--- config.mk ---
export PLATFORM = sky130hd
export DESIGN_NAME = vending_machine_multi
export DESIGN_NICKNAME = d
export VERILOG_FILES = /design/src/rtl/vm_pkg.sv /design/src/rtl/vm_change_encoder.sv /design/src/rtl/vending_machine_multi.sv
export SDC_FILE = /design/constraint.sdc
export NUM_CORES = 1
export LEC_CHECK = 0
export ABC_CLOCK_PERIOD_IN_PS = 6950
export BUFFER_PORTS_ARGS = -buffer_cell sky130_fd_sc_hd__buf_2
export CAP_MARGIN = 20
export CORE_MARGIN = 5
export CORE_UTILIZATION = 57
export CTS_CLUSTER_DIAMETER = 30
export DETAILED_ROUTE_END_ITERATION = 16
export GPL_TIMING_DRIVEN = 0
export PLACE_DENSITY = 0.8
export SLEW_MARGIN = 10
export SYNTH_ARGS = -nofsm -noshare
export SYNTH_HDL_FRONTEND = slang
export SYNTH_SLANG_ARGS = --single-unit
--- constraint.sdc ---
create_clock -name clk -period 6.95 [get_ports clk]
set_input_delay 0.3475 -clock clk [delete_from_list [all_inputs] [get_ports clk]]
set_output_delay 0.3475 -clock clk [all_outputs]
set_load 0.01 [all_outputs]
--- src/rtl/vm_pkg.sv ---
// Shared definitions for the multi-product vending machine.
//   - Coin codes, identical for the acceptor input (cin) and the change output.
//   - FSM state encoding. These values appear directly on current_state.
//   - coin_value()/coin_valid() helpers, which work in nickel units.
package vm_pkg;

  // Coin codes. A code's value in nickels equals the code itself for 1..5.
  localparam logic [2:0] ZERO        = 3'd0;
  localparam logic [2:0] NICKEL      = 3'd1;
  localparam logic [2:0] DIME        = 3'd2;
  localparam logic [2:0] NICKEL_DIME = 3'd3;
  localparam logic [2:0] DIME_DIME   = 3'd4;
  localparam logic [2:0] QUARTER     = 3'd5;

  // FSM states. These encodings are visible on current_state.
  localparam logic [1:0] ST_IDLE   = 2'd0;
  localparam logic [1:0] ST_CREDIT = 2'd1;
  localparam logic [1:0] ST_VEND   = 2'd2;
  localparam logic [1:0] ST_CHANGE = 2'd3;

  function automatic logic coin_valid(input logic [2:0] code);
    return (code >= NICKEL) && (code <= QUARTER);
  endfunction

  // Value in nickels. Codes 0, 6 and 7 are worth nothing.
  function automatic logic [2:0] coin_value(input logic [2:0] code);
    logic [2:0] v;
    case (code)
      NICKEL:      v = 3'd1;
      DIME:        v = 3'd2;
      NICKEL_DIME: v = 3'd3;
      DIME_DIME:   v = 3'd4;
      QUARTER:     v = 3'd5;
      default:     v = 3'd0;
    endcase
    return v;
  endfunction

endpackage

--- src/rtl/vm_change_encoder.sv ---
// Greedy change coin picker (combinational).
//   credit : remaining credit in nickels
//   code   : largest coin code in {5,4,3,2,1} that does not exceed credit (0 if credit==0)
//   value  : nickel value of code
module vm_change_encoder
  import vm_pkg::*;
#(
  parameter int CREDIT_W = 5
) (
  input  logic [CREDIT_W-1:0] credit,
  output logic [2:0]          code,
  output logic [2:0]          value
);

  logic [31:0] cr32;
  assign cr32 = 32'(credit);

  always_comb begin
    code = ZERO;
    if      (cr32 >= 32'd5) code = QUARTER;
    else if (cr32 == 32'd4) code = DIME_DIME;
    else if (cr32 == 32'd3) code = NICKEL_DIME;
    else if (cr32 == 32'd2) code = DIME;
    else if (cr32 == 32'd1) code = NICKEL;
  end

  assign value = coin_value(code);

endmodule

--- src/rtl/vending_machine_multi.sv ---
// Multi-product coin vending controller.
// The machine accumulates credit in nickels, vends one of NUM_PRODUCTS products
// at the per-product prices, and then pays back the remaining credit. Change is
// paid one coin code per cycle.
//   clk, reset    : rising-edge clock, asynchronous active-high reset
//   cin           : coin code from the acceptor (0 means none, 6 and 7 are invalid)
//   sel, buy      : product select and purchase request
//   cancel        : refund request
//   product       : one-cycle dispense strobe; product_id is valid with it
//   change        : change coin code for this cycle; change_valid qualifies it
//   credit        : current credit in nickels
//   current_state : IDLE=0, CREDIT=1, VEND=2, CHANGE=3
//   coin_reject   : one-cycle pulse, coin returned unaccepted
//   buy_denied    : one-cycle pulse, insufficient credit or bad select
// A reset during VEND or CHANGE aborts at once. Any change not yet paid is lost.
module vending_machine_multi
  import vm_pkg::*;
#(
  parameter int NUM_PRODUCTS = 4,
  parameter int SEL_W        = 2,
  parameter int CREDIT_W     = 5,
  parameter int CREDIT_MAX   = 20,
  parameter logic [NUM_PRODUCTS*CREDIT_W-1:0] PRICE_TABLE = {5'd3, 5'd4, 5'd2, 5'd5}
) (
  input  logic                clk,
  input  logic                reset,
  input  logic [2:0]          cin,
  input  logic [SEL_W-1:0]    sel,
  input  logic                buy,
  input  logic                cancel,
  output logic                product,
  output logic [SEL_W-1:0]    product_id,
  output logic [2:0]          change,
  output logic                change_valid,
  output logic [CREDIT_W-1:0] credit,
  output logic [1:0]          current_state,
  output logic                coin_reject,
  output logic                buy_denied
);

  logic [1:0]          state_q, state_d;
  logic [CREDIT_W-1:0] credit_q, credit_d;
  logic                product_d, rej_d, den_d;
  logic [SEL_W-1:0]    pid_d;

  // Unpack the price table. Product i sits at bits [i*CREDIT_W +: CREDIT_W].
  logic [CREDIT_W-1:0] price [NUM_PRODUCTS];
  for (genvar i = 0; i < NUM_PRODUCTS; i++) begin : g_price
    assign price[i] = PRICE_TABLE[i*CREDIT_W +: CREDIT_W];
  end

  // Look up the price by comparing sel with each index. This keeps the lookup
  // safe when sel can address entries past NUM_PRODUCTS.
  logic                sel_ok;
  logic [CREDIT_W-1:0] sel_price;
  always_comb begin
    sel_ok    = 1'b0;
    sel_price = '0;
    for (int i = 0; i < NUM_PRODUCTS; i++) begin
      if (sel == SEL_W'(i)) begin
        sel_ok    = 1'b1;
        sel_price = price[i];
      end
    end
  end

  // The extra top bit means a coin near the ceiling cannot wrap and look small.
  logic [CREDIT_W:0] coin_sum;
  assign coin_sum = {1'b0, credit_q} + (CREDIT_W+1)'(coin_value(cin));

  logic [2:0] enc_code, enc_value;
  vm_change_encoder #(.CREDIT_W(CREDIT_W)) u_enc (
    .credit (credit_q),
    .code   (enc_code),
    .value  (enc_value)
  );

  always_comb begin
    state_d   = state_q;
    credit_d  = credit_q;
    product_d = 1'b0;
    pid_d     = product_id;
    rej_d     = 1'b0;
    den_d     = 1'b0;
    case (state_q)
      ST_IDLE, ST_CREDIT: begin
        // When no transition applies, the state follows the credit.
        state_d = (credit_q != '0) ? ST_CREDIT : ST_IDLE;
        if (cancel) begin
          rej_d = (cin != ZERO);
          if (credit_q != '0) state_d = ST_CHANGE;
        end else if (buy) begin
          rej_d = (cin != ZERO);
          if (sel_ok && (credit_q >= sel_price)) begin
            state_d   = ST_VEND;
            credit_d  = credit_q - sel_price;
            product_d = 1'b1;
            pid_d     = sel;
          end else begin
            den_d = 1'b1;
          end
        end else if (cin != ZERO) begin
          if (coin_valid(cin) && (coin_sum <= (CREDIT_W+1)'(CREDIT_MAX))) begin
            credit_d = coin_sum[CREDIT_W-1:0];
            state_d  = ST_CREDIT;
          end else begin
            rej_d = 1'b1;
          end
        end
      end
      ST_VEND: begin
        rej_d   = (cin != ZERO);
        state_d = (credit_q != '0) ? ST_CHANGE : ST_IDLE;
      end
      default: begin  // ST_CHANGE
        rej_d    = (cin != ZERO);
        credit_d = credit_q - CREDIT_W'(enc_value);
        if (credit_d == '0) state_d = ST_IDLE;
      end
    endcase
  end

  always_ff @(posedge clk or posedge reset) begin
    if (reset) begin
      state_q     <= ST_IDLE;
      credit_q    <= '0;
      product     <= 1'b0;
      product_id  <= '0;
      coin_reject <= 1'b0;
      buy_denied  <= 1'b0;
    end else begin
      state_q     <= state_d;
      credit_q    <= credit_d;
      product     <= product_d;
      product_id  <= pid_d;
      coin_reject <= rej_d;
      buy_denied  <= den_d;
    end
  end

  // change is decoded from registered state, so it drops as soon as reset is asserted.
  assign change_valid  = (state_q == ST_CHANGE);
  assign change        = change_valid ? enc_code : ZERO;
  assign credit        = credit_q;
  assign current_state = state_q;

endmodule

==> impl_metrics.csv <==
group,metric,value,unit
synth,yosysTopAreaCell,"dfrtp_1",
placed_design,place_congestion,0.859,
drt,via_count,1069,
floorplanning,dieHeight,54.2,um
synth,synthCells,130,
synth,synth_top_area_share,27.0,%
finish,finalInstanceArea,1290,um2
critical_path,slowest_delay,0.59,ns
floorplanning,rows,16,
sta,max_freq,349,MHz
global_routing,grt_use_total,20.6,%
placed_design,port_buffers,24,
drt,wl_per_cell,14.5,um
critical_path,cp-end-kind,"flop",
drt,drcViolationCount,0,
placed_design,dp_hpwl,2.13,mm
critical_path,cp_common_cell,"o311ai_1",
finish,syn2layout_area_growth,15.9,%
synth,ys_seq_area_share,27.0,%
sta,worstMarginPinSlew,0.574,ns
power,irDropWorstVdd,0.000259,V
power,p_comb_share,71.3,%
power,p_sw_share,50.0,%
min_path,hold_class,"in -> async",
synth,synth_warnings,0,
clock_tree,h-tree-depth,1,
sta,timing.slew.headroom,61.1,%
critical_path,crit_path_start_kind,"flop",
clock_tree,worstSkewPairLatency,0.28,ns
critical_path,path_max_fanout,9,
drt,ant_nets,0,
power,powerDensity,475,nW/um2
sta,maxSlewViolCount,0,
sta,period_share,41.2,%
synth,syn-num-nets,153,
synth,synth-edff-count,0,
sta,timing.setup.tns,0,ns
clock_tree,clock_sinks,12,
clock_tree,tritoncts,"yes",
run,cap_violations,0,
drt,firstDrtPassIters,4,
finish,nFillCells,171,
floorplanning,die_area,2930,um2
clock_tree,path_clk_slew,0.08,ns
power,pwr-share-clk,7.2,%
synth,avgSynthCellArea,8.56,um2
clock_tree,post-cts-setup-buffers,0,
critical_path,path_cells,"inv_1 > fa_1 > nand2b_1 > a221oi_1 > o311ai_1 > o31ai_4 > o311ai_1 > xnor2_1",
placed_design,place_inst,181,
floorplanning,start_util,58.5,%
power,p_total,0.612,mW
clock_tree,clockBufferDepth,2,
finish,final_core_util,67.8,%
clock_tree,cts_resized,0,
power,p_sw,0.306,mW
floorplanning,top_level_ports,25,
critical_path,path_class,"reg -> reg",
power,p_seq_share,21.5,%
finish,fin_nets,182,
floorplanning,core-area,1900,um2
global_routing,antenna_found_initial,0,
run_status,status,"complete, no violations",
critical_path,slowest_stage,"fa_1",
finish,layout.cells.non_filler,184,
synth,async_reset_ff_share,100,%
clock_tree,hold_buffers,0,
global_routing,grt_overflow,0,
global_routing,grt_max_degree,13,
global_routing,grt_pass1_wl,4.35,mm
finish,drive_above_1_share,19.1,%
clock_tree,cts_root_buffer,"clkbuf_4",
sta,grt_setup_unrepaired,"no",
synth,synth-seq-cells,12,
sta,finalHoldViolCount,0,
power,power.internal,0.306,mW
clock_tree,cts_buffers,3,
power,p_leak,0.606,nW
drt,postRouteWirelength,2.66,mm
synth,synth.area.top_cells,"dfrtp_1 (27%), ha_1 (12%), xnor2_1 (5.5%)",
global_routing,grt_pass1_vias,1016,
critical_path,worstPathArrival,3.02,ns
sta,skew,0.00800,ns
drt,viasPerCell,5.81,
placed_design,dpl-instance-area,1270,um2
sta,setup_viol,0,
synth,synth_ff_type,"dfrtp_1",
finish,multi_input_area,743,um2
synth,netlist_area,1110,um2
drt,drtIter0Drc,34,
sta,min_period,2.86,ns
critical_path,worstPathRequired,7.11,ns
finish,diodes,0,
floorplanning,chipWidth,54.2,um
finish,seq_area,300,um2
synth,synth_cell_type_count,36,
==> cell families (layout without fill, tap and decap cells) <==
logic type / after synthesis / after routing / synth area share [%]
adder cells (fa/ha/maj): 14 / 14 / 17.8
multiplexers: 2 / 2 / 1.91
buffers and inverters: 18 / 45 / 6.19
flip-flops: 12 / 12 / 27.0
XOR/XNOR: 7 / 7 / 5.51
AND/OR/NAND/NOR: 46 / 46 / 21.3
AO/OA/AOI/OAI: 31 / 31 / 20.4
==> Yosys cell counts, types with 2 or more instances <==
| cell | instances |
|---|---|
| a21boi_0 | 2 |
| a21oi_1 | 9 |
| clkbuf_1 | 3 |
| dfrtp_1 | 12 |
| fa_1 | 3 |
| ha_1 | 11 |
| inv_1 | 14 |
| nand2_1 | 14 |
| nand2b_1 | 5 |
| nand3_1 | 5 |
| nand3b_1 | 4 |
| nor2_1 | 6 |
| nor2b_1 | 5 |
| nor3_1 | 3 |
| o211ai_1 | 2 |
| o21ai_0 | 2 |
| o21ai_1 | 3 |
| o311ai_1 | 3 |
| xnor2_1 | 7 |
==> per-layer routing <==
metal | part of all wire (%) | up-vias | routed length (um) | track usage [%]
li1 | - | 514 | - | -
met1 | 42 | 502 | 1110 | 26.1
met2 | 50 | 49 | 1320 | 34.9
met3 | 6.9 | 4 | 184 | 1.94
met4 | 1.6 | 0 | 42 | 9.54
met5 | 0 | - | 0 | 0
==> final timing paths <==
path                                           startpoint                            to  slack (ns)  cells after the start
worst max-delay path                credit[1]$_DFFE_PP0P_         credit[4]$_DFFE_PP0P_        4.09                      8
worst min-delay path                                reset  current_state[0]$_DFFE_PP0P_        0.07                      2
worst max register to register      credit[1]$_DFFE_PP0P_         credit[4]$_DFFE_PP0P_        4.09                      8
worst min register to register  product_id[1]$_DFFE_PP0P_     product_id[1]$_DFFE_PP0P_        0.48                      2
max in group asynchronous                           reset          buy_denied$_DFF_PP0_        6.54                      2
min in group clk                                   sel[1]     product_id[1]$_DFFE_PP0P_        0.31                      3
==> critical path, delay by kind of cell (launching register included) <==
kind | cells | cell delay [ns]
compound gates | 4 | 1.12
fa+ha+maj | 1 | 0.59
buf+inv | 1 | 0.20
xor+xnor | 1 | 0.16
simple gates | 1 | 0.10
flops | 1 | 0.57
==> placed cells by master (no fill, tap or decap), types with 4 or more instances in the layout <==
cell type  Yosys  layout
a21oi_1        9       9
buf_2          1      25
dfrtp_1       12      12
ha_1          11      11
inv_1         14      14
nand2_1       14      14
nand2b_1       5       5
nand3_1        5       5
nand3b_1       4       4
nor2_1         6       6
nor2b_1        5       5
xnor2_1        7       7
==> state kept, by name, summed over array words and instances, names as in the netlist <==
signal / cells
current_state: 2
credit: 5
coin_reject: 1
buy_denied: 1
product_id: 2
product: 1
==> power groups by stage <==
stage | Clock, mW | Combinational (mW) | Sequential, mW
2_1_floorplan | 0 | 0.313 | 0.136
3_3_place_gp | 0 | 0.417 | 0.130
3_5_place_dp | 0 | 0.431 | 0.132
4_1_cts | 0.0433 | 0.435 | 0.130
5_1_grt | 0.0471 | 0.488 | 0.134
6_report | 0.0440 | 0.436 | 0.132
==> layout make-up <==
cell class | count | share of cell area (%)
Clock buffer | 3 | 1.75
Sequential cell | 12 | 23.3
Inverter | 14 | 4.08
Timing Repair Buffer | 24 | 9.32
Multi-Input combinational cell | 100 | 57.7
Buffer | 4 | 1.26
Tap cell | 27 | 2.62
==> metrics by stage <==
| stage | worst slack [ns] | hold WS [ns] |
|---|---|---|
| 2_1_floorplan | 4.43 | 0.212 |
| 3_3_place_gp | 4.08 | 0.368 |
| 3_5_place_dp | 4.01 | 0.389 |
| 4_1_cts | 4.12 | 0.0932 |
| 5_1_grt | 3.90 | 0.119 |
| 6_report | 4.09 | 0.0707 |
No activity file was read; power rests on OpenSTA's default activity.
